[config.mk]
export PLATFORM = sky130hd
export DESIGN_NAME = data_mem_ctrl
export DESIGN_NICKNAME = d
export VERILOG_FILES = /design/src/rtl/data_mem_ctrl.sv
export SDC_FILE = /design/constraint.sdc
export NUM_CORES = 1
export LEC_CHECK = 0
export CELL_PAD_IN_SITES_DETAIL_PLACEMENT = 1
export CELL_PAD_IN_SITES_GLOBAL_PLACEMENT = 1
export CORE_AREA = 4 4 95 187
export CTS_CLUSTER_SIZE = 8
export DETAILED_ROUTE_END_ITERATION = 10
export DIE_AREA = 0 0 99 191
export PLACE_DENSITY_LB_ADDON = 0.1
export SYNTH_ARGS = -nofsm -noshare
export SYNTH_HDL_FRONTEND = slang
export SYNTH_SLANG_ARGS = --single-unit
[constraint.sdc]
create_clock -name clk -period 4.15 [get_ports clk]
set_input_delay 0.6225 -clock clk [delete_from_list [all_inputs] [get_ports clk]]
set_output_delay 0.6225 -clock clk [all_outputs]
set_load 0.03 [all_outputs]
[src/rtl/data_mem_ctrl.sv]
// Load/store sequencer between the core memory stage and a word-wide data memory.
// Sub-word stores use read-modify-write because the memory has only a whole-word write enable.
module data_mem_ctrl #(
  parameter int XLEN = 32
) (
  input  logic            clk,
  input  logic            rstN,
  input  logic            reqValid,
  output logic            reqReady,
  input  logic            reqWrite,
  input  logic [1:0]      reqSize,
  input  logic            reqUnsigned,
  input  logic [XLEN-1:0] reqAddr,
  input  logic [XLEN-1:0] reqWdata,
  output logic            rspValid,
  output logic [XLEN-1:0] rspData,
  output logic            rspError,
  output logic [XLEN-1:0] memAddress,
  output logic [XLEN-1:0] memWriteData,
  output logic            memWriteEnable,
  output logic            memReadEnable,
  input  logic [XLEN-1:0] memReadData
);
  // state    | meaning
  // IDLE     | ready for a request
  // RD       | load: read strobe
  // RD_WAIT  | load: extract and extend read data
  // RMW_RD   | sub-word store: read strobe
  // RMW_WAIT | sub-word store: merge new lanes into read word
  // WR       | write strobe
  // DONE     | one-cycle response
  localparam logic [2:0] IDLE     = 3'd0;
  localparam logic [2:0] RD       = 3'd1;
  localparam logic [2:0] RD_WAIT  = 3'd2;
  localparam logic [2:0] RMW_RD   = 3'd3;
  localparam logic [2:0] RMW_WAIT = 3'd4;
  localparam logic [2:0] WR       = 3'd5;
  localparam logic [2:0] DONE     = 3'd6;

  logic [2:0]      state;
  logic [XLEN-1:0] addrQ;
  logic [XLEN-1:0] wdataQ;
  logic [XLEN-1:0] wordQ;
  logic [XLEN-1:0] rspDataQ;
  logic [1:0]      sizeQ;
  logic            unsignedQ;
  logic            rspErrorQ;

  logic            reqErr;
  logic [4:0]      shamt;
  logic [XLEN-1:0] shifted;
  logic [XLEN-1:0] loadData;
  logic [XLEN-1:0] laneMask;
  logic [XLEN-1:0] merged;

  always_comb begin
    reqErr = (reqSize == 2'b11) ||
             (reqSize == 2'b01 && reqAddr[0]) ||
             (reqSize == 2'b10 && reqAddr[1:0] != 2'b00);
  end

  // Alignment is already guaranteed, so a byte-granular shift also selects the right half lane.
  always_comb begin
    shamt    = {addrQ[1:0], 3'b000};
    shifted  = memReadData >> shamt;
    loadData = memReadData;
    case (sizeQ)
      2'b00: loadData = unsignedQ ? {{(XLEN-8){1'b0}}, shifted[7:0]}
                                  : {{(XLEN-8){shifted[7]}}, shifted[7:0]};
      2'b01: loadData = unsignedQ ? {{(XLEN-16){1'b0}}, shifted[15:0]}
                                  : {{(XLEN-16){shifted[15]}}, shifted[15:0]};
      default: loadData = memReadData;
    endcase
    laneMask = (sizeQ == 2'b00) ? (XLEN'(8'hFF) << shamt) : (XLEN'(16'hFFFF) << shamt);
    merged   = (memReadData & ~laneMask) | ((wdataQ << shamt) & laneMask);
  end

  always_ff @(posedge clk or negedge rstN) begin
    if (!rstN) begin
      state     <= IDLE;
      addrQ     <= '0;
      wdataQ    <= '0;
      wordQ     <= '0;
      sizeQ     <= '0;
      unsignedQ <= 1'b0;
      rspDataQ  <= '0;
      rspErrorQ <= 1'b0;
    end else begin
      case (state)
        IDLE: begin
          if (reqValid) begin
            addrQ     <= reqAddr;
            sizeQ     <= reqSize;
            unsignedQ <= reqUnsigned;
            wdataQ    <= reqWdata;
            if (reqErr) begin
              rspDataQ  <= '0;
              rspErrorQ <= 1'b1;
              state     <= DONE;
            end else if (reqWrite && reqSize == 2'b10) begin
              wordQ <= reqWdata;
              state <= WR;
            end else if (reqWrite) begin
              state <= RMW_RD;
            end else begin
              state <= RD;
            end
          end
        end
        RD:       state <= RD_WAIT;
        RD_WAIT: begin
          rspDataQ  <= loadData;
          rspErrorQ <= 1'b0;
          state     <= DONE;
        end
        RMW_RD:   state <= RMW_WAIT;
        RMW_WAIT: begin
          wordQ <= merged;
          state <= WR;
        end
        WR: begin
          rspDataQ  <= '0;
          rspErrorQ <= 1'b0;
          state     <= DONE;
        end
        default:  state <= IDLE;
      endcase
    end
  end

  assign reqReady       = (state == IDLE);
  assign rspValid       = (state == DONE);
  assign rspData        = rspDataQ;
  assign rspError       = rspErrorQ;
  assign memReadEnable  = (state == RD) || (state == RMW_RD);
  assign memWriteEnable = (state == WR);
  assign memWriteData   = wordQ;
  assign memAddress     = (state == IDLE) ? '0 : {addrQ[XLEN-1:2], 2'b00};

endmodule

==> flow_summary.json <==
{
  "drc": 0,
  "slew_headroom_pct": 20.64,
  "ioPinCount": 204,
  "track_usage_pct": 23.51,
  "cts_resized": 0,
  "root_buffer": "clkbuf_16",
  "status": "finished, final reports clean",
  "slowest_delay_ns": 0.74,
  "power_density_nw_per_um2": 918.1,
  "cts_made_buffers": 17,
  "hold_buffers": 0,
  "dp_hpwl_mm": 16.29,
  "core_sq_um": 16270,
  "die_w_um": 99,
  "antenna_left": 0,
  "clk_pin_slew_ns": 0.06,
  "syn_avg_cell_area_sq_um": 10.79,
  "power_frac_clock_pct": 19.1,
  "area_delta_synth_final_pct": 45.22,
  "p_comb_share_pct": 54.3,
  "path_max_fanout": 31,
  "period_share_pct": 69.72,
  "p_sw_share_pct": 43.63,
  "ir_worst_vdd_mv": 0.4943,
  "cp_cell_sequence": "nor3_2, buf_4, clkdlybuf4s50_1",
  "nets": 836,
  "ys_warn_count": 0,
  "drive_gt1_share_pct": 13.94,
  "wl_mm": 21.88,
  "avgRoutedWirePerCell_um": 23.03,
  "insertion_delay_ns": 0.41,
  "fill_cells": 1738,
  "grt_start_max_net_pins": 65,
  "worstMarginPinSlew_ns": 1.190,
  "vias": 5307,
  "post_cts_buffers": 0,
  "switchingPower_mw": 3.484,
  "intPower_mw": 4.502,
  "die_h_um": 191,
  "yosysSeqAreaShare_pct": 49.71,
  "report.final.slew_viol_count": 0,
  "dp_cells": 918,
  "drv_cap": 0,
  "grt_pass1_wl_mm": 34.41,
  "viasPerCell": 5.586,
  "synth_most_common_cell": "dfrtp_1",
  "num_rows": 66,
  "cts_buffer_depth": 2,
  "synth_top_area_cell": "dfrtp_1",
  "min_path_type": "in2async",
  "diodes": 0,
  "ys_seq_elements": 119,
  "crit_path_end_kind": "primary output",
  "antenna_found_initial": 0,
  "yosysTopAreaCellShare_pct": 49.71,
  "leakage_nw": 3.596,
  "synth_ff_type": "dfrtp_1",
  "synthArstFlopShare_pct": 100.0,
  "cts_tree": "yes",
  "cp.arrival_ns": 2.27,
  "start_util_pct": 36.83,
  "gp_congestion": 0.8585,
  "syn_area_sq_um": 5991,
  "dieArea_sq_um": 18910,
  "start_kind": "flop",
  "htree_levels": 4,
  "setup_viol": 0,
  "grt_pass1_vias": 6009,
  "firstDrtPassIters": 5,
  "netlist_top_cells_count": "dfrtp_1 (119), mux2_2 (50), nor2_1 (43)",
  "synth-edff-count": 0,
  "synthTopCellsByArea": "dfrtp_1 (50%), mux2_2 (9.4%), a221o_1 (4.0%), mux2i_1 (4.0%), nor2b_1 (3.3%)",
  "drt-initial-drc-count": 208,
  "cts.sinks": 119,
  "grt_overflow": 0,
  "port_buffers": 201,
  "max_freq_ghz": 0.3456,
  "cp.required_ns": 3.53,
  "ys_types": 49,
  "finalSetupTns_ns": 0,
  "hold_viol": 0,
  "min_period_ns": 2.893,
  "seqPwrFrac_pct": 26.7,
  "skew_ns": 0.008359,
  "crit_path_top_delay_cell": "clkdlybuf4s50_1",
  "netlist_instances": 555,
  "rsz0062_at_grt": "false",
  "finalNonFillerCells": 950,
  "crit_type": "reg2out"
}
-- layout make-up --
cell class | instances | area, sq um | area share, %
repair buffers | 210 | 2090 | 24.02
multi-input cells | 380 | 2754 | 31.66
clock inverters | 15 | 178.9 | 2.057
flip-flops and latches | 119 | 2978 | 34.23
inverters | 5 | 18.77 | 0.2157
well taps | 204 | 255.2 | 2.934
clock buffers | 17 | 425.4 | 4.890
-- state kept, by name, indices dropped and copies added, names as in the netlist --
signal        cells
addrQ            32
memWriteData     32
rspData          32
rspError          1
sizeQ             2
state             3
unsignedQ         1
wdataQ           16
-- metrics by stage --
stage / setup slack [ns] / hold slack [ns] / total power, mW / cell area (sq um) / util [%]
after floorplan: 1.885 / 0.3269 / 4.825 / 5995 / -
after global placement: 1.538 / 0.4677 / 6.365 / 8095 / 49.76
after detailed placement: 1.494 / 0.4701 / 6.485 / 8095 / 49.76
after CTS: 1.227 / 0.3096 / 8.072 / 8700 / 53.48
after global routing: 1.115 / 0.3337 / 8.467 / 8700 / 53.48
final: 1.257 / 0.2693 / 7.987 / 8700 / 53.48
-- cells in the final DEF (no fill, tap or decap), types with 4 or more instances in the layout --
| master | Yosys | final |
|---|---|---|
| dfrtp_1 | 119 | 119 |
| clkinvlp_4 | 0 | 4 |
| mux2_2 | 50 | 50 |
| clkbuf_16 | 0 | 17 |
| buf_4 | 2 | 9 |
| a311oi_1 | 9 | 9 |
| clkdlybuf4s50_1 | 0 | 200 |
| nor2b_1 | 32 | 32 |
| a2bb2oi_1 | 7 | 7 |
| a22oi_1 | 15 | 15 |
| o221ai_1 | 8 | 8 |
| o2bb2ai_1 | 16 | 16 |
| a221o_1 | 24 | 24 |
| inv_1 | 5 | 5 |
| a21o_1 | 8 | 8 |
| o21ai_0 | 29 | 29 |
| nor2_1 | 43 | 43 |
| nor3_1 | 12 | 11 |
| mux2i_1 | 24 | 24 |
| o211ai_1 | 8 | 8 |
| nand2_1 | 30 | 30 |
| a21oi_1 | 11 | 11 |
| a211oi_1 | 9 | 9 |
| nand3_1 | 14 | 14 |
-- cells by family after synthesis --
| family | count (synthesis) | share of synthesized area (%) |
|---|---|---|
| multiplexers | 74 | 13.41 |
| AO/OA/AOI/OAI | 153 | 19.40 |
| AND/OR/NAND/NOR | 151 | 12.72 |
| buffers and inverters | 57 | 4.699 |
| flip-flops | 119 | 49.71 |
| other | 1 | 0.06260 |
-- routing by layer --
metal | GRT usage (%) | vias to the layer above | routed length [um]
met1 | 24.77 | 2661 | 7876
met4 | 10.15 | 0 | 708
li1 | - | 2402 | -
met3 | 6.428 | 39 | 1392
met5 | 0 | - | 0
met2 | 43.03 | 205 | 11900
-- worst max-delay path: cells and delay by family (launching register included) --
family                 cells  cell delay (ns)
AND/OR/NAND/NOR            1             0.23
flip-flops                 1             0.52
buffers and inverters      2             1.09
-- power groups by stage --
stage | Clock (mW) | Sequential [mW] | Combinational, mW
floorplan | 0 | 2.54 | 2.29
global placement | 0 | 2.11 | 4.26
detailed placement | 0 | 2.14 | 4.34
CTS | 1.56 | 2.13 | 4.38
global route | 1.62 | 2.21 | 4.64
finish | 1.53 | 2.13 | 4.33
-- worst paths after layout --
kind	from	end	slack (ns)	cells after the start
max reg2reg	state[2]$_DFFE_PN0P_	rspData[14]$_DFFE_PN0P_	1.64	5
min	rstN	rspData[19]$_DFFE_PN0P_	0.27	1
max	state[2]$_DFFE_PN0P_	reqReady	1.26	3
max in group asynchronous	rstN	wdataQ[2]$_DFFE_PN0P_	3.07	2
min reg2reg	memWriteData[1]$_DFFE_PN0P_	memWriteData[1]$_DFFE_PN0P_	0.48	1
min in group clk	memWriteData[1]$_DFFE_PN0P_	memWriteData[1]$_DFFE_PN0P_	0.48	1
No activity file was read; power rests on OpenSTA's default activity.
